`config.mk`:
```
export PLATFORM = sky130hd
export DESIGN_NAME = voice_mixer
export DESIGN_NICKNAME = d
export VERILOG_FILES = /design/src/rtl/voice_mixer.sv
export SDC_FILE = /design/constraint.sdc
export NUM_CORES = 1
export LEC_CHECK = 0
export BUFFER_PORTS_ARGS = -buffer_cell sky130_fd_sc_hd__buf_2
export CORE_MARGIN = 4
export CORE_UTILIZATION = 55
export DETAILED_ROUTE_END_ITERATION = 7
export PLACE_DENSITY = 0.76
export SKIP_LAST_GASP = 1
export SLEW_MARGIN = 10
export SYNTH_ARGS = -nofsm -noshare
export SYNTH_HDL_FRONTEND = slang
export SYNTH_SLANG_ARGS = --single-unit
```
`constraint.sdc`:
```
create_clock -name i_Clock -period 2.56 [get_ports i_Clock]
set_clock_uncertainty 0.05 [all_clocks]
set_input_delay 0.512 -clock i_Clock [delete_from_list [all_inputs] [get_ports i_Clock]]
set_output_delay 0.512 -clock i_Clock [all_outputs]
set_load 0.01 [all_outputs]
```
`src/rtl/voice_mixer.sv`:
```
// voice_mixer
//   Accumulates the per-voice subsamples of one frame from the operator core
//   into a single mono sample. The sum is scaled by an arithmetic right shift,
//   saturated to 16 bits and queued in a small FIFO for the DAC/serializer.
//   It also raises sticky flags for malformed frames and dropped samples.
//
// Ports
//   i_Clock          system clock
//   i_Reset_n        asynchronous active-low reset
//   i_Subsample      signed voice subsample from the core
//   i_SubsampleReady i_Subsample is valid this cycle
//   i_SampleReady    frame end (coincides with the frame's last subsample)
//   o_Sample         signed mixed sample at the FIFO head
//   o_Valid          FIFO non-empty
//   i_Ready          consumer accepts o_Sample
//   o_FrameError     sticky: a frame ended with a subsample count != VOICES
//   o_Overrun        sticky: a finished sample was dropped on a full FIFO
//   i_ClearFlags     synchronous clear of both sticky flags (a set wins)
module voice_mixer #(
    parameter int VOICES     = 16,
    parameter int SHIFT      = 4,
    parameter int FIFO_DEPTH = 4
) (
    input  logic               i_Clock,
    input  logic               i_Reset_n,
    input  logic signed [15:0] i_Subsample,
    input  logic               i_SubsampleReady,
    input  logic               i_SampleReady,
    output logic signed [15:0] o_Sample,
    output logic               o_Valid,
    input  logic               i_Ready,
    output logic               o_FrameError,
    output logic               o_Overrun,
    input  logic               i_ClearFlags
);
    localparam int AW = $clog2(FIFO_DEPTH);
    localparam logic [AW:0] PTR_ONE = (AW+1)'(1);

    // SYNC discards everything up to the first frame end so that a partial
    // frame after reset never reaches the output.
    typedef enum logic {SYNC, RUN} state_t;

    state_t             state;
    logic signed [19:0] acc;
    logic signed [19:0] r_sum;
    logic [4:0]         cnt;
    logic               sum_valid;

    logic signed [19:0] sub_ext;
    logic signed [19:0] frame_sum;
    logic [4:0]         cnt_inc;
    logic               frame_bad;

    assign sub_ext   = {{4{i_Subsample[15]}}, i_Subsample};
    assign frame_sum = i_SubsampleReady ? acc + sub_ext : acc;
    assign cnt_inc   = (i_SubsampleReady && cnt != 5'd31) ? cnt + 5'd1 : cnt;
    // The count that matters includes the subsample arriving with the frame end.
    assign frame_bad = (state == RUN) && i_SampleReady && (cnt_inc != 5'(VOICES));

    // NOTE: sequential state is assigned with <= so every register samples the
    // pre-edge values, independent of statement order.
    always_ff @(posedge i_Clock or negedge i_Reset_n) begin
        if (!i_Reset_n) begin
            state     <= SYNC;
            acc       <= '0;
            cnt       <= '0;
            r_sum     <= '0;
            sum_valid <= 1'b0;
        end else begin
            sum_valid <= 1'b0;
            case (state)
                SYNC: begin
                    if (i_SampleReady) begin
                        state <= RUN;
                        acc   <= '0;
                        cnt   <= '0;
                    end
                end
                RUN: begin
                    if (i_SampleReady) begin
                        r_sum     <= frame_sum;
                        sum_valid <= 1'b1;
                        acc       <= '0;
                        cnt       <= '0;
                    end else if (i_SubsampleReady) begin
                        acc <= frame_sum;
                        cnt <= cnt_inc;
                    end
                end
                default: state <= SYNC;
            endcase
        end
    end

    // Scale and saturate the captured frame sum.
    logic signed [19:0] shifted;
    logic signed [15:0] scaled;

    assign shifted = r_sum >>> SHIFT;

    always_comb begin
        if (shifted > 20'sd32767)
            scaled = 16'sh7fff;
        else if (shifted < -20'sd32768)
            scaled = 16'sh8000;
        else
            scaled = shifted[15:0];
    end

    // Output FIFO. Pointers carry one extra wrap bit so full and empty differ.
    logic [15:0] mem [FIFO_DEPTH];
    logic [AW:0] wr_ptr, rd_ptr, wr_next, rd_next, occupancy;
    logic        full, pop, push_ok, overrun_set;
    logic [15:0] head_next;

    assign occupancy   = wr_ptr - rd_ptr;
    assign full        = (occupancy == (AW+1)'(FIFO_DEPTH));
    assign pop         = o_Valid && i_Ready;
    // A pop in the same cycle frees the slot, so a full FIFO still accepts.
    assign push_ok     = sum_valid && (!full || pop);
    assign overrun_set = sum_valid && full && !pop;

    // NOTE: every signal is given a default at the top of always_comb so no
    // path leaves it unassigned and no latch is inferred.
    always_comb begin
        rd_next   = rd_ptr;
        wr_next   = wr_ptr;
        if (pop)
            rd_next = rd_ptr + PTR_ONE;
        if (push_ok)
            wr_next = wr_ptr + PTR_ONE;
        // o_Sample is registered, so precompute the next head: the word being
        // written when it lands in the head slot (FIFO drains to empty),
        // otherwise the stored word.
        head_next = mem[rd_next[AW-1:0]];
        if (push_ok && rd_next[AW-1:0] == wr_ptr[AW-1:0])
            head_next = scaled;
    end

    // NOTE: the storage array is reset because o_Sample must read 0 after
    // reset; without that requirement it could be left unreset.
    always_ff @(posedge i_Clock or negedge i_Reset_n) begin
        if (!i_Reset_n) begin
            for (int i = 0; i < FIFO_DEPTH; i++)
                mem[i] <= '0;
            wr_ptr   <= '0;
            rd_ptr   <= '0;
            o_Valid  <= 1'b0;
            o_Sample <= '0;
        end else begin
            if (push_ok)
                mem[wr_ptr[AW-1:0]] <= scaled;
            wr_ptr   <= wr_next;
            rd_ptr   <= rd_next;
            o_Valid  <= (wr_next != rd_next);
            o_Sample <= head_next;
        end
    end

    // Sticky flags: a set in the same cycle as a clear wins.
    always_ff @(posedge i_Clock or negedge i_Reset_n) begin
        if (!i_Reset_n) begin
            o_FrameError <= 1'b0;
            o_Overrun    <= 1'b0;
        end else begin
            o_FrameError <= frame_bad   || (o_FrameError && !i_ClearFlags);
            o_Overrun    <= overrun_set || (o_Overrun    && !i_ClearFlags);
        end
    end

endmodule
```
# Yosys cells after proc, flatten, opt, wreduce, memory -nomap -nowiden

Index checks and enable logic that the tools add are counted.

$add $sub $neg: 5
$lt $le $gt $ge: 5
Equal/unequal tests: 7
Muxes and demuxes: 24
Bitwise gates (word level): 3
Reduce and logical (&&, ||, !) cells: 19

Operators with widths:

| cell                                                     | count |
|---|---|
| 2-to-1 mux 16 bit                                        | 6 |
| 2-to-1 mux 20 bit                                        | 4 |
| bitwise mux 64 bit                                       | 1 |
| case mux 20 bit (2 select lines)                         | 1 |
| binary-select mux 16 bit (select 2 bit)                  | 1 |
| demux 16 bit (select 2 bit)                              | 1 |
| adder 20 x 16 -> 20 bit                                  | 1 |
| 2-to-1 mux 5 bit                                         | 4 |
| greater-than comparator 16 bit, second input constant    | 1 |
| < comparator 16 bit, second input constant               | 1 |
| logical AND 1 bit                                        | 11 |
| inequality test 5 bit, second input constant             | 2 |
| case mux 5 bit (2 select lines)                          | 1 |
| adder 3 x 1 -> 3 bit, second input constant              | 2 |
| greater-or-equal comparator 3 bit, second input constant | 2 |
| 2-to-1 mux 3 bit                                         | 2 |
| NOT 2 -> 3 bit                                           | 2 |
| adder 5 x 1 -> 5 bit, second input constant              | 1 |
| AND reduction 2 bit                                      | 2 |
| == test 3 bit, second input constant                     | 1 |
| logical NOT 1 bit                                        | 3 |
| logical OR 1 bit                                         | 3 |
| < comparator 3 x 1 -> 1 bit, second input constant       | 1 |
| 2-to-1 mux 1 bit                                         | 3 |
| other kinds (6)                                          | 6 |

Flip-flop bits (word level): 136
Output and inout bits: 19

# Logic depth before layout (Yosys ltp)

Gate-level depths: netlist (run 1).

Depth in word-level cells: 7
Depth in mapped cells: 10
Depth with buffers taken out: 9

# Least setup slack after synthesis (run 1)

No wires, ideal clock.

Path type: input-to-reg
Start: input i_Subsample[0]
End: register r_sum[18]
Arrival: 2445 ps
Data required time: 2386 ps
Slack: -59 ps
Cell stages on the path: 9
Path buffers: 0
Path through: ha_1 > fa_1 > a21oi_1 > o21ai_0 > a31oi_1 > a2bb2oi_1 > o21ai_2 > mux2i_1 > a211o_1

Word-level cells in the longest chain between the ends: 2

RTL lines:

| item                    | RTL line | RTL |
|---|---|---|
| from (decl)             | 26       | `input logic signed [15:0] i_Subsample,` |
| adder 20 x 16 -> 20 bit | 55       | `assign frame_sum = i_SubsampleReady ? acc + sub_ext : acc;` |
| 2-to-1 mux 20 bit       | 55       |  |
| to (signal assigned)    | 81       | `r_sum <= frame_sum;` |
| to (decl)               | 45       | `logic signed [19:0] r_sum;` |

Every way passes these cells.
A chain may end at the register's enable or synchronous reset.

# Worst setup path after layout (run 1)

Start: register acc[0]
End: register r_sum[18]

Word-level cells in the longest chain between the ends: 2

RTL lines:

| item                    | RTL line | RTL |
|---|---|---|
| from (decl)             | 44       | `logic signed [19:0] acc;` |
| from (signal assigned)  | 86       | `acc <= frame_sum;` |
| adder 20 x 16 -> 20 bit | 55       |  |
| 2-to-1 mux 20 bit       | 55       |  |

Every way passes these cells.

==> results of run 1 <==
==> how the worst max path moves through the flow <==
stage | start | end | cells after the start
after floorplan | i_Subsample[0] | r_sum[14] | 9
after global placement | i_Subsample[0] | r_sum[14] | 10
after detailed placement | i_Subsample[0] | r_sum[18] | 10
after CTS | acc[0] | r_sum[18] | 9
after global routing | acc[4] | acc[19] | 8
final | acc[0] | r_sum[18] | 9
==> Yosys cell counts, drive strengths merged (2+ instances only) <==
master	instances	area [sq um]
a211o	6	52.55
a211oi	8	65.06
a21o	8	60.06
a21oi	33	165.2
a2bb2oi	2	17.52
a31oi	3	18.77
a41oi	2	36.29
and3	3	18.77
and4	2	17.52
buf	10	45.04
clkbuf	26	128.9
dfrtp	132	3303
ha	28	350.3
inv	12	45.04
mux2	65	732.0
mux2i	13	133.9
nand2	154	595.6
nand2b	2	12.51
nand3	28	140.1
nand3b	11	82.58
nand4	3	18.77
nand4b	2	17.52
nor2	18	70.07
nor2b	5	31.28
nor3	5	25.02
nor3b	11	87.58
nor4b	2	17.52
o21ai	57	289.0
o21bai	2	15.01
o22ai	4	25.02
o31ai	5	42.54
or3	3	18.77
xnor2	20	175.2
xor2	3	26.28
==> registers in the layout (all words and copies together) (netlist names) <==
signal and flops:
r_sum 16, sum_valid 1, o_Overrun 1, cnt 5
o_Valid 1, wr_ptr 3, o_Sample 16, rd_ptr 3
mem 64, state 1, acc 20, o_FrameError 1
==> cells by family (layout without fill, tap and decap cells) <==
logic type / count (synthesis) / count (layout) / synth area share (%)
muxes: 78 / 78 / 12.37
buffers and inverters: 48 / 141 / 3.128
AOI/OAI and AO/OA: 135 / 135 / 12.15
adders and majority gates: 29 / 29 / 5.291
xor gates and xnor gates: 23 / 23 / 2.878
and+or+nand+nor: 254 / 254 / 17.00
DFF: 132 / 132 / 47.19
==> cell type report <==
| cell class | count | area [sq um] |
|---|---|---|
| multi-input combinational | 519 | 3567 |
| clock inverter | 12 | 107.6 |
| clock buffer | 20 | 456.7 |
| fill | 950 | 3841 |
| timing repair buffer | 97 | 680.7 |
| tap | 168 | 210.2 |
| inverter | 12 | 45.04 |
| sequential | 132 | 3303 |
==> power by group <==
part	internal, uW	switching (uW)	leakage [uW]	total (uW)
combinational	1670	2080	0.00202	3750
clock	1380	914	0.000272	2300
sequential	2870	463	0.00167	3330
total	5920	3460	0.00397	9380
==> worst max-delay path, stage by stage, from the launching register on <==
cell and delay [ns]:
sky130_fd_sc_hd__dfrtp_1 0.38, sky130_fd_sc_hd__ha_1 0.21, sky130_fd_sc_hd__fa_1 0.43, sky130_fd_sc_hd__a21oi_2 0.19, sky130_fd_sc_hd__o21ai_2 0.13, sky130_fd_sc_hd__a31oi_4 0.26
sky130_fd_sc_hd__a2bb2oi_2 0.21, sky130_fd_sc_hd__o21ai_2 0.10, sky130_fd_sc_hd__mux2i_1 0.13, sky130_fd_sc_hd__a211o_1 0.28
==> routing by layer <==
layer | wire length (um) | vias to the layer above | GRT usage [%]
met3 | 710 | 25 | 5.332
met4 | 269 | 0 | 8.499
li1 | - | 2625 | -
met1 | 7083 | 2706 | 29.05
met5 | 0 | - | 0
met2 | 8478 | 131 | 40.29
==> repair_timing <==
| item | in CTS | in global routing |
|---|---|---|
| cloned | 0 | 0 |
| hold buffers | 0 | 0 |
| resized for setup | 4 | 8 |
| setup endpoints to repair | 7 | 9 |
| buffers inserted | 0 | 3 |
| pin swaps | 2 | 4 |
==> stage by stage <==
stage          cells  worst slack [ns]  power, uW
3_3_place_gp     925           -0.3209       6791
3_5_place_dp     925           -0.3965       7010
5_1_grt          960          -0.02720       9981
4_1_cts          957           0.01795       9368
2_1_floorplan    699           0.02910       5845
6_report         960           0.08415       9378
==> impl_metrics.sql, run 1 <==
INSERT INTO impl_metrics (metric_group, metric, value, unit) VALUES
('status', 'run_status', 'finished clean', ''),
('cells_and_area', 'finish.utilization', '68.55', '%'),
('setup_path', 'worst-endpoint-arrival', '2.73', 'ns'),
('timing', 'timing.final.setup_violations', '0', ''),
('yosys', 'yosysWarningCount', '0', ''),
('detailed_routing', 'dr.first_iter.drc_count', '378', ''),
('die', 'num_rows', '40', ''),
('setup_path', 'worst_r2r_endpoint', 'r_sum[18]', ''),
('run', 'max-cap-violations', '0', ''),
('detailed_routing', 'drc_violation_count_after_routing', '0', ''),
('setup_path', 'critPathCaptureType', 'register', ''),
('yosys', 'synth.distinct_cells', '58', ''),
('grt', 'global_route.overflow_total', '0', ''),
('pwr', 'power.ir.vdd_worst', '0.4943', 'mV'),
('yosys', 'async_flop_share', '100.0', '%'),
('detailed_routing', 'finalWirelength', '16540', 'um'),
('timing', 'layout_worst_path_cycle_share', '96.71', '%'),
('grt', 'grt_max_degree', '50', ''),
('detailed_routing', 'wl_per_cell', '17.23', 'um'),
('yosys', 'synth_ff_type', 'sky130_fd_sc_hd__dfrtp_1', ''),
('die', 'die-area', '0.01460', 'sq mm'),
('die', 'effective_utilization_at_floorplan', '57.33', '%'),
('detailed_routing', 'drtPass1Iterations', '4', ''),
('clocking', 'clkTransAtPathRegs', '0.06', 'ns'),
('cells_and_area', 'most_frequent_cells_in_the_layout', '148 x sky130_fd_sc_hd__nand2_1, 132 x sky130_fd_sc_hd__dfrtp_1, 65 x sky130_fd_sc_hd__mux2_2', ''),
('setup_path', 'criticalPathCategory', 'register to register', ''),
('cells_and_area', 'final_net_count', '830', ''),
('clocking', 'tritoncts_num_sinks', '132', ''),
('clocking', 'cts-buffers-inserted', '17', ''),
('grt', 'grt_pass1_wl', '27140', 'um'),
('die', 'die_w', '120.8', 'um'),
('placement', 'gpl.final_weighted_congestion', '0.8728', ''),
('yosys', 'synth.yosys.seq_area_share', '47.18', '%'),
('timing', 'fin_crit', '2.476', 'ns'),
('cells_and_area', 'final_area', '0.008371', 'sq mm'),
('timing', 'final-max-slew-violation-count', '0', ''),
('detailed_routing', 'total_via_count_after_detailed_routing', '5487', ''),
('setup_path', 'number_of_cells_on_the_worst_reg_to_reg_path', '9', ''),
('timing', 'timing_worst_slew_pin_value', '0.7522', 'ns'),
('yosys', 'yosys_register_bits', '132', ''),
('placement', 'half_perimeter_wire_length_after_placement', '11010', 'um'),
('placement', 'placed_instance_area', '0.007715', 'sq mm'),
('yosys', 'synth_cells', '699', ''),
('detailed_routing', 'final_antenna_net_count', '0', ''),
('grt', 'antenna_found_initial', '0', ''),
('die', 'core', '0.01221', 'sq mm'),
('timing', 'fmax', '403.9', 'MHz'),
('pwr', 'static_leak', '0.003967', 'uW'),
('detailed_routing', 'drt-vias-per-instance', '5.716', ''),
('setup_path', 'cp_max_fo', '4', ''),
('pwr', 'power_density', '1120', 'mW/mm^2'),
('setup_path', 'setup.worst_path.start_class', 'register', ''),
('yosys', 'netlist_area', '0.007000', 'sq mm'),
('setup_path', 'timing.rr.start', 'acc[0]', ''),
('clocking', 'clock_tree.root_cell', 'sky130_fd_sc_hd__clkbuf_16', ''),
('clocking', 'cts_htree_levels', '4', ''),
('timing', 'final_hold_viol_count', '0', ''),
('clocking', 'clock_insertion_delay_worst_skew', '0.42', 'ns'),
('cells_and_area', 'most_common_library_cell_in_the_layout_ignoring_fill_and_taps', 'sky130_fd_sc_hd__nand2_1', ''),
('timing', 'fin_hold_ws', '0.02274', 'ns'),
('cells_and_area', 'area_growth', '19.57', '%'),
('worst_hold_path', 'worstHoldPathType', 'input pin to asynchronous set/reset pin', ''),
('setup_path', 'worstPathRequired', '2.81', 'ns'),
('cells_and_area', 'diodes', '0', ''),
('grt', 'grt_pass1_vias', '5730', ''),
('placement', 'place.port_buffers', '40', ''),
('die', 'design.portCount', '41', ''),
('timing', 'slew_headroom', '49.85', '%'),
('yosys', 'syn-num-nets', '750', ''),
('yosys', 'synth_edf_count', '0', ''),
('timing', 'finalSetupTns', '0', 'ns'),
('setup_path', 'regToRegSetupSlack', '0.08', 'ns'),
('grt', 'groute.usage.overall', '23.49', '%'),
('timing', 'rsz0062_at_grt', 'yes', ''),
('yosys', 'post_synth.cell_area_avg', '10.01', 'sq um'),
('clocking', 'cts_tree', 'yes', ''),
('cells_and_area', 'post_route_cells_drive_above_1_share', '27.65', '%'),
('clocking', 'clk_path_buf_depth', '2', ''),
('die', 'die-height', '120.8', 'um');
No activity file was read; power rests on OpenSTA's default activity.
==> inputs of run 2 (changes only) <==
--- a/config.mk
+++ b/config.mk
@@ -9,7 +9,7 @@
 export CORE_MARGIN = 4
 export CORE_UTILIZATION = 55
 export DETAILED_ROUTE_END_ITERATION = 7
-export PLACE_DENSITY = 0.76
+export PLACE_DENSITY_LB_ADDON = 0.2
 export SKIP_LAST_GASP = 1
 export SLEW_MARGIN = 10
 export SYNTH_ARGS = -nofsm -noshare
==> impl_metrics.sql, run 2 (synthesized netlist as in run 1, its figures left out) <==
INSERT INTO impl_metrics (metric_group, metric, value, unit) VALUES
('grt', 'antenna_found_initial', '0', ''),
('setup_path', 'worstPathRequired', '2.82', 'ns'),
('pwr', 'power.sequential.fraction', '35.2', '%'),
('detailed_routing', 'dr.first_iter.drc_count', '313', ''),
('clocking', 'clock_insertion_delay_worst_skew', '0.43', 'ns'),
('grt', 'grt_pass1_vias', '5528', ''),
('detailed_routing', 'wl_per_cell', '16.77', 'um'),
('placement', 'place_inst', '921', ''),
('setup_path', 'setup.worst_path.start_class', 'register', ''),
('timing', 'fmax', '411.9', 'MHz'),
('grt', 'grt_max_degree', '48', ''),
('pwr', 'power.ir.vdd_worst', '0.4727', 'mV'),
('setup_path', 'cp_max_fo', '4', ''),
('placement', 'half_perimeter_wire_length_after_placement', '10930', 'um'),
('clocking', 'clock_tree.root_cell', 'sky130_fd_sc_hd__clkbuf_16', ''),
('die', 'die_w', '120.8', 'um'),
('worst_hold_path', 'worstHoldPathType', 'input pin to asynchronous set/reset pin', ''),
('timing', 'fin_hold_ws', '0.05820', 'ns'),
('setup_path', 'critPathCaptureType', 'register', ''),
('clocking', 'cts.repair_timing.setup_buffer_count', '0', ''),
('cells_and_area', 'most_flop_heavy_register', 'mem', ''),
('clocking', 'cts_htree_levels', '4', ''),
('detailed_routing', 'final_antenna_net_count', '0', ''),
('run', 'max-cap-violations', '0', ''),
('grt', 'global_route.overflow_total', '0', ''),
('cells_and_area', 'diodes', '0', ''),
('pwr', 'swShare', '37.21', '%'),
('grt', 'grt_pass1_wl', '26610', 'um'),
('pwr', 'power_report.internal_total', '5929', 'uW'),
('cells_and_area', 'most_common_library_cell_in_the_layout_ignoring_fill_and_taps', 'sky130_fd_sc_hd__nand2_1', ''),
('timing', 'layout_worst_path_cycle_share', '94.83', '%'),
('setup_path', 'timing.critical_path.slowest_cell_delay', '0.40', 'ns'),
('die', 'die-area', '0.01460', 'sq mm'),
('pwr', 'power_density', '1131', 'mW/mm^2'),
('cells_and_area', 'largest_register_ff_count', '64', ''),
('cells_and_area', 'layout.cells.non_filler', '953', ''),
('pwr', 'static_leak', '0.003959', 'uW'),
('detailed_routing', 'drc_violation_count_after_routing', '0', ''),
('setup_path', 'slowest_stage', 'sky130_fd_sc_hd__dfrtp_1', ''),
('cells_and_area', 'final_net_count', '823', ''),
('grt', 'groute.usage.overall', '23.06', '%'),
('clocking', 'tritoncts_num_sinks', '132', ''),
('pwr', 'net-switching-power', '3513', 'uW'),
('detailed_routing', 'finalWirelength', '15980', 'um'),
('timing', 'final-max-slew-violation-count', '0', ''),
('die', 'core', '0.01221', 'sq mm'),
('timing', 'timing.final.setup_violations', '0', ''),
('clocking', 'cts_tree', 'yes', ''),
('die', 'die-height', '120.8', 'um'),
('placement', 'place.port_buffers', '40', ''),
('pwr', 'power.clock.fraction', '25.7', '%'),
('cells_and_area', 'most_frequent_cells_in_the_layout', '149 x sky130_fd_sc_hd__nand2_1, 132 x sky130_fd_sc_hd__dfrtp_1, 65 x sky130_fd_sc_hd__mux2_2', ''),
('cells_and_area', 'area_growth', '19.29', '%'),
('placement', 'gpl.final_weighted_congestion', '0.8735', ''),
('die', 'num_rows', '40', ''),
('cells_and_area', 'post_route_cells_drive_above_1_share', '27.13', '%'),
('status', 'run_status', 'finished clean', ''),
('clocking', 'cts-buffers-inserted', '17', ''),
('timing', 'final_hold_viol_count', '0', ''),
('detailed_routing', 'drt-vias-per-instance', '5.702', ''),
('clocking', 'clkTransAtPathRegs', '0.06', 'ns'),
('die', 'effective_utilization_at_floorplan', '57.33', '%'),
('timing', 'rsz0062_at_grt', 'no', ''),
('clocking', 'clk_path_buf_depth', '2', ''),
('cells_and_area', 'final_area', '0.008351', 'sq mm'),
('cells_and_area', 'fill_cells', '959', ''),
('timing', 'slew_headroom', '56.82', '%'),
('pwr', 'combPwrFrac', '39.1', '%'),
('cells_and_area', 'layout_top_registers', 'mem: 64 flops, acc: 20 flops', ''),
('timing', 'fin_crit', '2.428', 'ns'),
('setup_path', 'worstPathCellList', 'ha_1 -> a211oi_1 -> nor2_1 -> nor2_2 -> a2111oi_4 -> o21a_1 -> nor3_1 -> mux2_2', ''),
('setup_path', 'criticalPathCategory', 'register to register', ''),
('timing', 'timing_worst_slew_pin_value', '0.6477', 'ns'),
('detailed_routing', 'drtPass1Iterations', '5', ''),
('placement', 'placed_instance_area', '0.007697', 'sq mm'),
('die', 'design.portCount', '41', ''),
('detailed_routing', 'total_via_count_after_detailed_routing', '5434', ''),
('setup_path', 'worst-endpoint-arrival', '2.69', 'ns');
## run 2: cell types whose count changed in the layout (fill, tap and decap cells not counted), sizes merged
cell and delta:
buf -7, clkbuf -3, clkinv -5, clkinvlp -1, inv +9
## run 2: path summary, 6_finish.rpt
path | startpoint | end | slack, ns | depth (start not counted)
hold / removal | i_Reset_n | mem[18] | 0.06 | 1
min in group i_Clock | i_ClearFlags | o_FrameError | 0.23 | 2
setup / recovery | acc[6] | acc[19] | 0.13 | 8
max in group asynchronous | i_Reset_n | r_sum[16] | 1.61 | 2
hold reg to reg | mem[15] | mem[15] | 0.45 | 1
setup reg to reg | acc[6] | acc[19] | 0.13 | 8
## run 2: area by class of cell
cell class | instances | area, sq um | area share [%]
clock buffer | 17 | 425.4 | 5.094
clock inverter | 15 | 163.9 | 1.963
inverter | 12 | 45.04 | 0.5394
multi-input combinational | 519 | 3562 | 42.66
sequential | 132 | 3303 | 39.56
tap | 168 | 210.2 | 2.517
timing repair buffer | 90 | 640.6 | 7.672
## run 2: routing by layer
metal | up-vias | global-route usage, % | wire (um)
li1 | 2608 | - | -
met5 | - | 0 | 0
met3 | 22 | 5.613 | 677
met1 | 2688 | 29.41 | 6999
met2 | 116 | 38.76 | 8077
met4 | 0 | 7.295 | 227
## run 2: through the flow
step	total power, uW	util, %	TNS, ns	setup WS [ns]
2_1_floorplan	5845	-	0	0.02910
6_report	9443	68.38	0	0.1323
5_1_grt	10080	68.38	0	0.0008749
4_1_cts	9474	67.89	0	0.01510
3_5_place_dp	7003	63.03	-3.251	-0.2990
3_3_place_gp	6834	63.03	-1.830	-0.2361
## run 2: power groups by stage
stage / sequential, uW / clock (uW) / combinational [uW]
CTS: 3320 / 2460 / 3690
floorplan: 3280 / 0 / 2560
global route: 3410 / 2570 / 4100
finish: 3330 / 2420 / 3690
global placement: 3290 / 0 / 3540
detailed placement: 3350 / 0 / 3650
## run 2: worst max-delay path: cells and delay by family (launching register included)
family / cells / cell delay [ns]
AOI/OAI and AO/OA: 3 / 0.63
adders and majority gates: 1 / 0.31
DFF: 1 / 0.40
muxes: 1 / 0.36
and+or+nand+nor: 3 / 0.56
## run 2: timing repair
item                                    CTS  global route
pin swaps                                 1             4
endpoints found under the setup margin    7             7
hold buffers                              0             0
gates resized for setup                   2            11
gates cloned                              0             0
